### src/rtl/branch_pkg.sv
// branch_pkg: opcodes, 2-bit counter states and decode helpers for the branch predict unit
package branch_pkg;
    localparam logic [4:0] BEQZ = 5'b01100;
    localparam logic [4:0] BNEZ = 5'b01101;
    localparam logic [4:0] BLTZ = 5'b01110;
    localparam logic [4:0] BGEZ = 5'b01111;
    localparam logic [4:0] J    = 5'b00100;
    localparam logic [4:0] JR   = 5'b00101;
    localparam logic [4:0] JAL  = 5'b00110;
    localparam logic [4:0] JALR = 5'b00111;

    localparam logic [1:0] SNT = 2'b00;
    localparam logic [1:0] WNT = 2'b01;
    localparam logic [1:0] WT  = 2'b10;
    localparam logic [1:0] ST  = 2'b11;

    // All four conditional branches share the 011xx opcode prefix.
    function automatic logic is_cond_branch(input logic [4:0] opcode);
        return opcode[4:2] == 3'b011;
    endfunction
endpackage

### src/rtl/bht_table.sv
// bht_table: direct-mapped table of 2-bit saturating counters
//   clk, rst    : clock, synchronous active-high reset (all entries -> INIT_CTR)
//   rd_idx_i    : fetch read index; rd_ctr_o is the counter, asynchronous read
//   we_i        : update enable; wr_idx_i selects the entry, taken_i the direction
module bht_table
    import branch_pkg::*;
#(
    parameter int         ENTRIES  = 16,
    parameter logic [1:0] INIT_CTR = 2'b01,
    localparam int        IDX      = $clog2(ENTRIES)
) (
    input  logic           clk,
    input  logic           rst,
    input  logic [IDX-1:0] rd_idx_i,
    output logic [1:0]     rd_ctr_o,
    input  logic           we_i,
    input  logic [IDX-1:0] wr_idx_i,
    input  logic           taken_i
);
    logic [1:0] ctr_q [ENTRIES];
    logic [1:0] cur;
    logic [1:0] nxt;

    always_comb begin
        rd_ctr_o = ctr_q[rd_idx_i];
        cur      = ctr_q[wr_idx_i];
        nxt      = taken_i ? (cur == ST ? ST : cur + 2'd1) : (cur == SNT ? SNT : cur - 2'd1);
    end

    always_ff @(posedge clk) begin
        if (rst) begin
            for (int i = 0; i < ENTRIES; i++) ctr_q[i] <= INIT_CTR;
        end else if (we_i) begin
            ctr_q[wr_idx_i] <= nxt;
        end
    end
endmodule

### src/rtl/branch_predict_unit.sv
// branch_predict_unit: fetch-time branch prediction and execute-time resolution with redirect
//   clk, rst            : clock, synchronous active-high reset
//   f_valid/f_pc/f_opcode -> p_taken : combinational fetch prediction
//   x_valid, x_pc, x_opcode, x_pred_taken, x_pos/x_neg/x_zero,
//   x_target, x_reg_target, x_pc_plus2 : execute-stage branch/jump inputs
//   link_en             : combinational, write PC+2 to R7 for JAL/JALR
//   redirect, redirect_pc : registered one-cycle flush and corrected fetch PC
//   mispredict_cnt      : saturating count of redirects
module branch_predict_unit
    import branch_pkg::*;
#(
    parameter int         PC_W     = 16,
    parameter int         ENTRIES  = 16,
    parameter logic [1:0] INIT_CTR = 2'b01
) (
    input  logic            clk,
    input  logic            rst,
    input  logic            f_valid,
    input  logic [PC_W-1:0] f_pc,
    input  logic [4:0]      f_opcode,
    output logic            p_taken,
    input  logic            x_valid,
    input  logic [PC_W-1:0] x_pc,
    input  logic [4:0]      x_opcode,
    input  logic            x_pred_taken,
    input  logic            x_pos,
    input  logic            x_neg,
    input  logic            x_zero,
    input  logic [PC_W-1:0] x_target,
    input  logic [PC_W-1:0] x_reg_target,
    input  logic [PC_W-1:0] x_pc_plus2,
    output logic            link_en,
    output logic            redirect,
    output logic [PC_W-1:0] redirect_pc,
    output logic [15:0]     mispredict_cnt
);
    localparam int IDX = $clog2(ENTRIES);

    logic [1:0]      f_ctr;
    logic            x_act;
    logic            x_cond;
    logic            x_jr;
    logic            x_taken;
    logic            redirect_d;
    logic            redirect_q;
    logic [PC_W-1:0] redirect_pc_d;
    logic [PC_W-1:0] redirect_pc_q;
    logic [15:0]     cnt_d;
    logic [15:0]     cnt_q;
    logic            unused_ok;

    // PC bit 0 and bits above the index never address the table.
    assign unused_ok = ^{f_pc[0], f_pc[PC_W-1:IDX+1], x_pc[0], x_pc[PC_W-1:IDX+1]};

    bht_table #(
        .ENTRIES (ENTRIES),
        .INIT_CTR(INIT_CTR)
    ) u_bht (
        .clk     (clk),
        .rst     (rst),
        .rd_idx_i(f_pc[IDX:1]),
        .rd_ctr_o(f_ctr),
        .we_i    (x_act & x_cond),
        .wr_idx_i(x_pc[IDX:1]),
        .taken_i (x_taken)
    );

    always_comb begin
        p_taken       = f_valid & (is_cond_branch(f_opcode) ? f_ctr[1] : (f_opcode == J || f_opcode == JAL));
        link_en       = x_valid & (x_opcode == JAL || x_opcode == JALR);
        x_cond        = is_cond_branch(x_opcode);
        x_jr          = x_opcode == JR || x_opcode == JALR;
        // Low opcode bits select BEQZ/BNEZ/BLTZ/BGEZ conditions.
        x_taken       = x_opcode[1] ? (x_opcode[0] ? x_pos | x_zero : x_neg)
                                    : (x_opcode[0] ? x_pos | x_neg  : x_zero);
        // The instruction in execute during a redirect cycle is wrong-path.
        x_act         = x_valid & ~redirect_q;
        redirect_d    = x_act & (x_jr | (x_cond & (x_taken != x_pred_taken)));
        redirect_pc_d = x_jr ? x_reg_target : x_taken ? x_target : x_pc_plus2;
        cnt_d         = cnt_q + {15'd0, redirect_d & ~&cnt_q};
    end

    always_ff @(posedge clk) begin
        if (rst) begin
            redirect_q    <= 1'b0;
            redirect_pc_q <= '0;
            cnt_q         <= '0;
        end else begin
            redirect_q <= redirect_d;
            cnt_q      <= cnt_d;
            if (redirect_d) redirect_pc_q <= redirect_pc_d;
        end
    end

    assign redirect       = redirect_q;
    assign redirect_pc    = redirect_pc_q;
    assign mispredict_cnt = cnt_q;
endmodule

### config.mk
export PLATFORM = sky130hd
export DESIGN_NAME = branch_predict_unit
export DESIGN_NICKNAME = d
export VERILOG_FILES = /design/src/rtl/branch_pkg.sv /design/src/rtl/bht_table.sv /design/src/rtl/branch_predict_unit.sv
export SDC_FILE = /design/constraint.sdc
export NUM_CORES = 1
export LEC_CHECK = 0
export ABC_AREA = 1
export BUFFER_PORTS_ARGS = -buffer_cell sky130_fd_sc_hd__clkbuf_2
export CAP_MARGIN = 10
export CORE_MARGIN = 5
export CORE_UTILIZATION = 50
export DETAILED_ROUTE_END_ITERATION = 12
export PLACE_DENSITY = 0.8
export SETUP_SLACK_MARGIN = 0.2
export SYNTH_ARGS = -nofsm -noshare
export SYNTH_HDL_FRONTEND = slang
export SYNTH_SLANG_ARGS = --single-unit
### constraint.sdc
create_clock -name clk -period 6.76 [get_ports clk]
set_input_delay 0.676 -clock clk [delete_from_list [all_inputs] [get_ports clk]]
set_output_delay 0.676 -clock clk [all_outputs]
set_load 0.005 [all_outputs]
==> results.md <==
* Xor/xnor share of the synthesized area at 0.9067%
* Total grt overflow at 0
* Wire length per cell at 13.37 microns
* Worst Path Max Fanout at 33
* DP Area at 4418 sq um
* Post-synthesis mux area share at 0%
* NumNets Final at 759
* Synth Net Count at 664
* Slew @ Worst Pin at 0.9823 ns
* Hold path depth at 2
* DRC Markers at 0
* Wire length on met1 at 4013 microns
* Clk slew on worst S/H paths at 0.07 ns
* Diode count at 0
* Clock Skew at 0.008795 ns
* F_max at 0.2644 GHz
* Initial antenna violation count at 0
* Synth top area share at 24.87%
* Setup violators final at 0
* # port buffers at 107
* Post-synth top area cell: edfxtp_1
* Post-cts sizing count at 0
* Fraction of layout cells with a size suffix above 1 at 22.59%
* Final Cycle Share at 55.94%
* Area grow syn2layout at 20.66%
* Largest family of logic cells by synthesized area: simple AND/OR/NAND/NOR gates
* RSZ-0062 raised after global routing: no
* DRT iter0 DRCs at 289
* Met3 wire length at 819 microns
* Placeable Area at 7607 sq um
* Setup TNS Final at 0 ns
* Final Max Tran Viols at 0
* Die area at 9585 sq um
* Synth unique cells at 28
* Total number of vias at 4010
* Vias per cell at 5.235
* Main synth FF type: dfxtp_1
* Final min period at 3.781 ns
* CTS sink cnt at 65
* # H-tree levels at 3
* Top Metal Used: met4
* Max-cap violations at 0
* Metal2 WL at 5154 microns
* Slowest CP cell: nand2_2
* Most frequent cell after synthesis: nand2_1
* Hold_ws at 0.4832 ns
* Drt pass-1 iters at 4
* Setup bufs post-CTS at 0
* Compound-Gate Fraction of Synth Area at 7.416%
* Crit start category: input port
* Most instantiated cells after synthesis: 142 x nand2_1, 100 x nand3_1, 80 x nor2_1
* ANT nets after route at 0
* Vias in the first global route at 3959
* Register area share after synthesis at 41.97%
* WHS Endpoint: redirect_pc[10]
* RR Endpoint: mispredict_cnt[11]
* Critical path class: input port to flop
* Post-Syn Area at 3864 sq um
* CP max stage delay at 0.79 ns
* Hold_sp: redirect_pc[10]
* R2R depth at 12
* CTS Hold Buffers Added at 0
* Critical Path RT at 6.99 ns
* Slew headroom at 34.33%
* First-pass GRT wire length at 16860 microns
* Outcome: finished clean
* Clock Latency Late Sink at 0.34 ns
* Hold Path Class: flop to flop
* Placed Cells at 750
* Initial Util at 50.79%
* Crit path cell chain: clkbuf_2 > inv_1 > nor2_1 > nand3_1 > nand2_2 > nand2_1 > nor2_1 > ha_1 > nand3_1 > nor3_1 > nand2_1 > nor2_1 > nand2_1 > o21ai_0 > a21oi_1
* Post-synth EDFFs at 32
* Largest net degree at the start of global routing at 40
* Dpl hpwl at 7590 microns
* CTS buffer count at 9
* Clk root buf: clkbuf_8
* CTS tree: built
* Setup crit end kind: flop
* Yosys reg bits at 65
* FFs w/ async S/R, synth at 0%
* PD cells at 208.0 nW/um^2
* Synth Instances at 564
* Top cells by area, synth: edfxtp_1 25%, dfxtp_1 17%, nand2_1 14%
* Clk buf depth at 2
* Die width at 97.91 microns
* Design Area, Final at 4662 sq um
* Row count at 32
* Syn avg cell area at 6.851 sq um
* YS warnings at 0
* Final hold violations at 0
* Worst reg2reg setup slack at 4.25 ns
* Peak VDD IR at 0.1452 mV
* Drt total wl at 10240 microns
* Layout Cells excl Fill at 766
* Worst flop-to-flop path startpoint: redirect
* Gpl congestion at 0.9294
* Total global-route track usage at 21.09%
* Post-synthesis simple-gate area fraction at 40.16%
* Die Y at 97.91 microns
* Critical Path AT at 4.01 ns
* Pleak at 2.134 nW
* Adder-cell area share of the yosys netlist at 0.6477%
* IO Count at 133
[per-layer routing]
layer	vias to the layer above	GRT usage [%]
li1	2024	-
met1	1796	23.97
met2	162	36.49
met3	28	5.286
met4	0	10.86
met5	-	0
[layout by cell type (no fill, tap or decap), types with 3 or more instances in the layout]
master,count
a21oi_1,29
bufinv_16,3
clkbuf_2,107
clkbuf_8,10
dfxtp_1,33
edfxtp_1,32
inv_1,56
nand2_1,142
nand2_2,5
nand3_1,100
nand4_1,6
nor2_1,79
nor3_1,5
o21ai_0,19
or2_2,16
xnor2_1,3
[how the worst max path moves through the flow]
stage                      startpoint                 end  slack (ns)  cells after the start
after CTS                 x_opcode[2]  mispredict_cnt[11]        3.03                     15
after floorplan           x_opcode[1]  mispredict_cnt[11]        3.86                     19
final                     x_opcode[2]  mispredict_cnt[11]        2.98                     15
after global placement    x_opcode[2]  mispredict_cnt[11]        2.78                     15
after global routing      x_opcode[2]  mispredict_cnt[11]        2.47                     15
after detailed placement  x_opcode[2]  mispredict_cnt[11]        2.68                     15
[sequential cells by signal (all words and copies together), names as in the netlist]
| name | flops |
|---|---|
| redirect_pc | 16 |
| u_bht.ctr_q | 32 |
| redirect | 1 |
| mispredict_cnt | 16 |
[report_power, final]
part           leakage (nW)  switching [mW]  internal [mW]  total (mW)
registers             0.544         0.00495          0.420       0.425
clock network         0.120           0.151          0.255       0.406
logic                  1.47          0.0898         0.0492       0.139
total                  2.13           0.246          0.724       0.970
[metrics by stage]
step           util (%)  power, mW  setup WS [ns]
2_1_floorplan         -     0.5247          3.865
3_3_place_gp      58.08     0.5676          2.785
3_5_place_dp      58.08     0.5719          2.683
4_1_cts           61.28     0.9745          3.027
5_1_grt           61.28      1.010          2.473
6_report          61.28     0.9698          2.979
[critical path: cells and delay by family]
family / cells / cell delay (ns)
adder cells (fa/ha/maj): 1 / 0.19
buffers and inverters: 2 / 0.13
AND/OR/NAND/NOR: 10 / 2.80
AO/OA/AOI/OAI: 2 / 0.20
[final cells by class]
class | instances | area, sq um
clock inverter | 5 | 102.6
multi-input combinational | 416 | 1901
inverter | 58 | 217.7
tap | 102 | 127.6
sequential | 65 | 1622
fill | 734 | 2945
clock buffer | 11 | 141.4
timing repair buffer | 109 | 550.5
[kinds of logic after synthesis]
logic type / after synthesis
compound gates: 53
xor+xnor: 4
fa+ha+maj: 2
buf+inv: 83
flops: 65
simple gates: 357
Note: power is estimated with default switching activity, not from simulation.
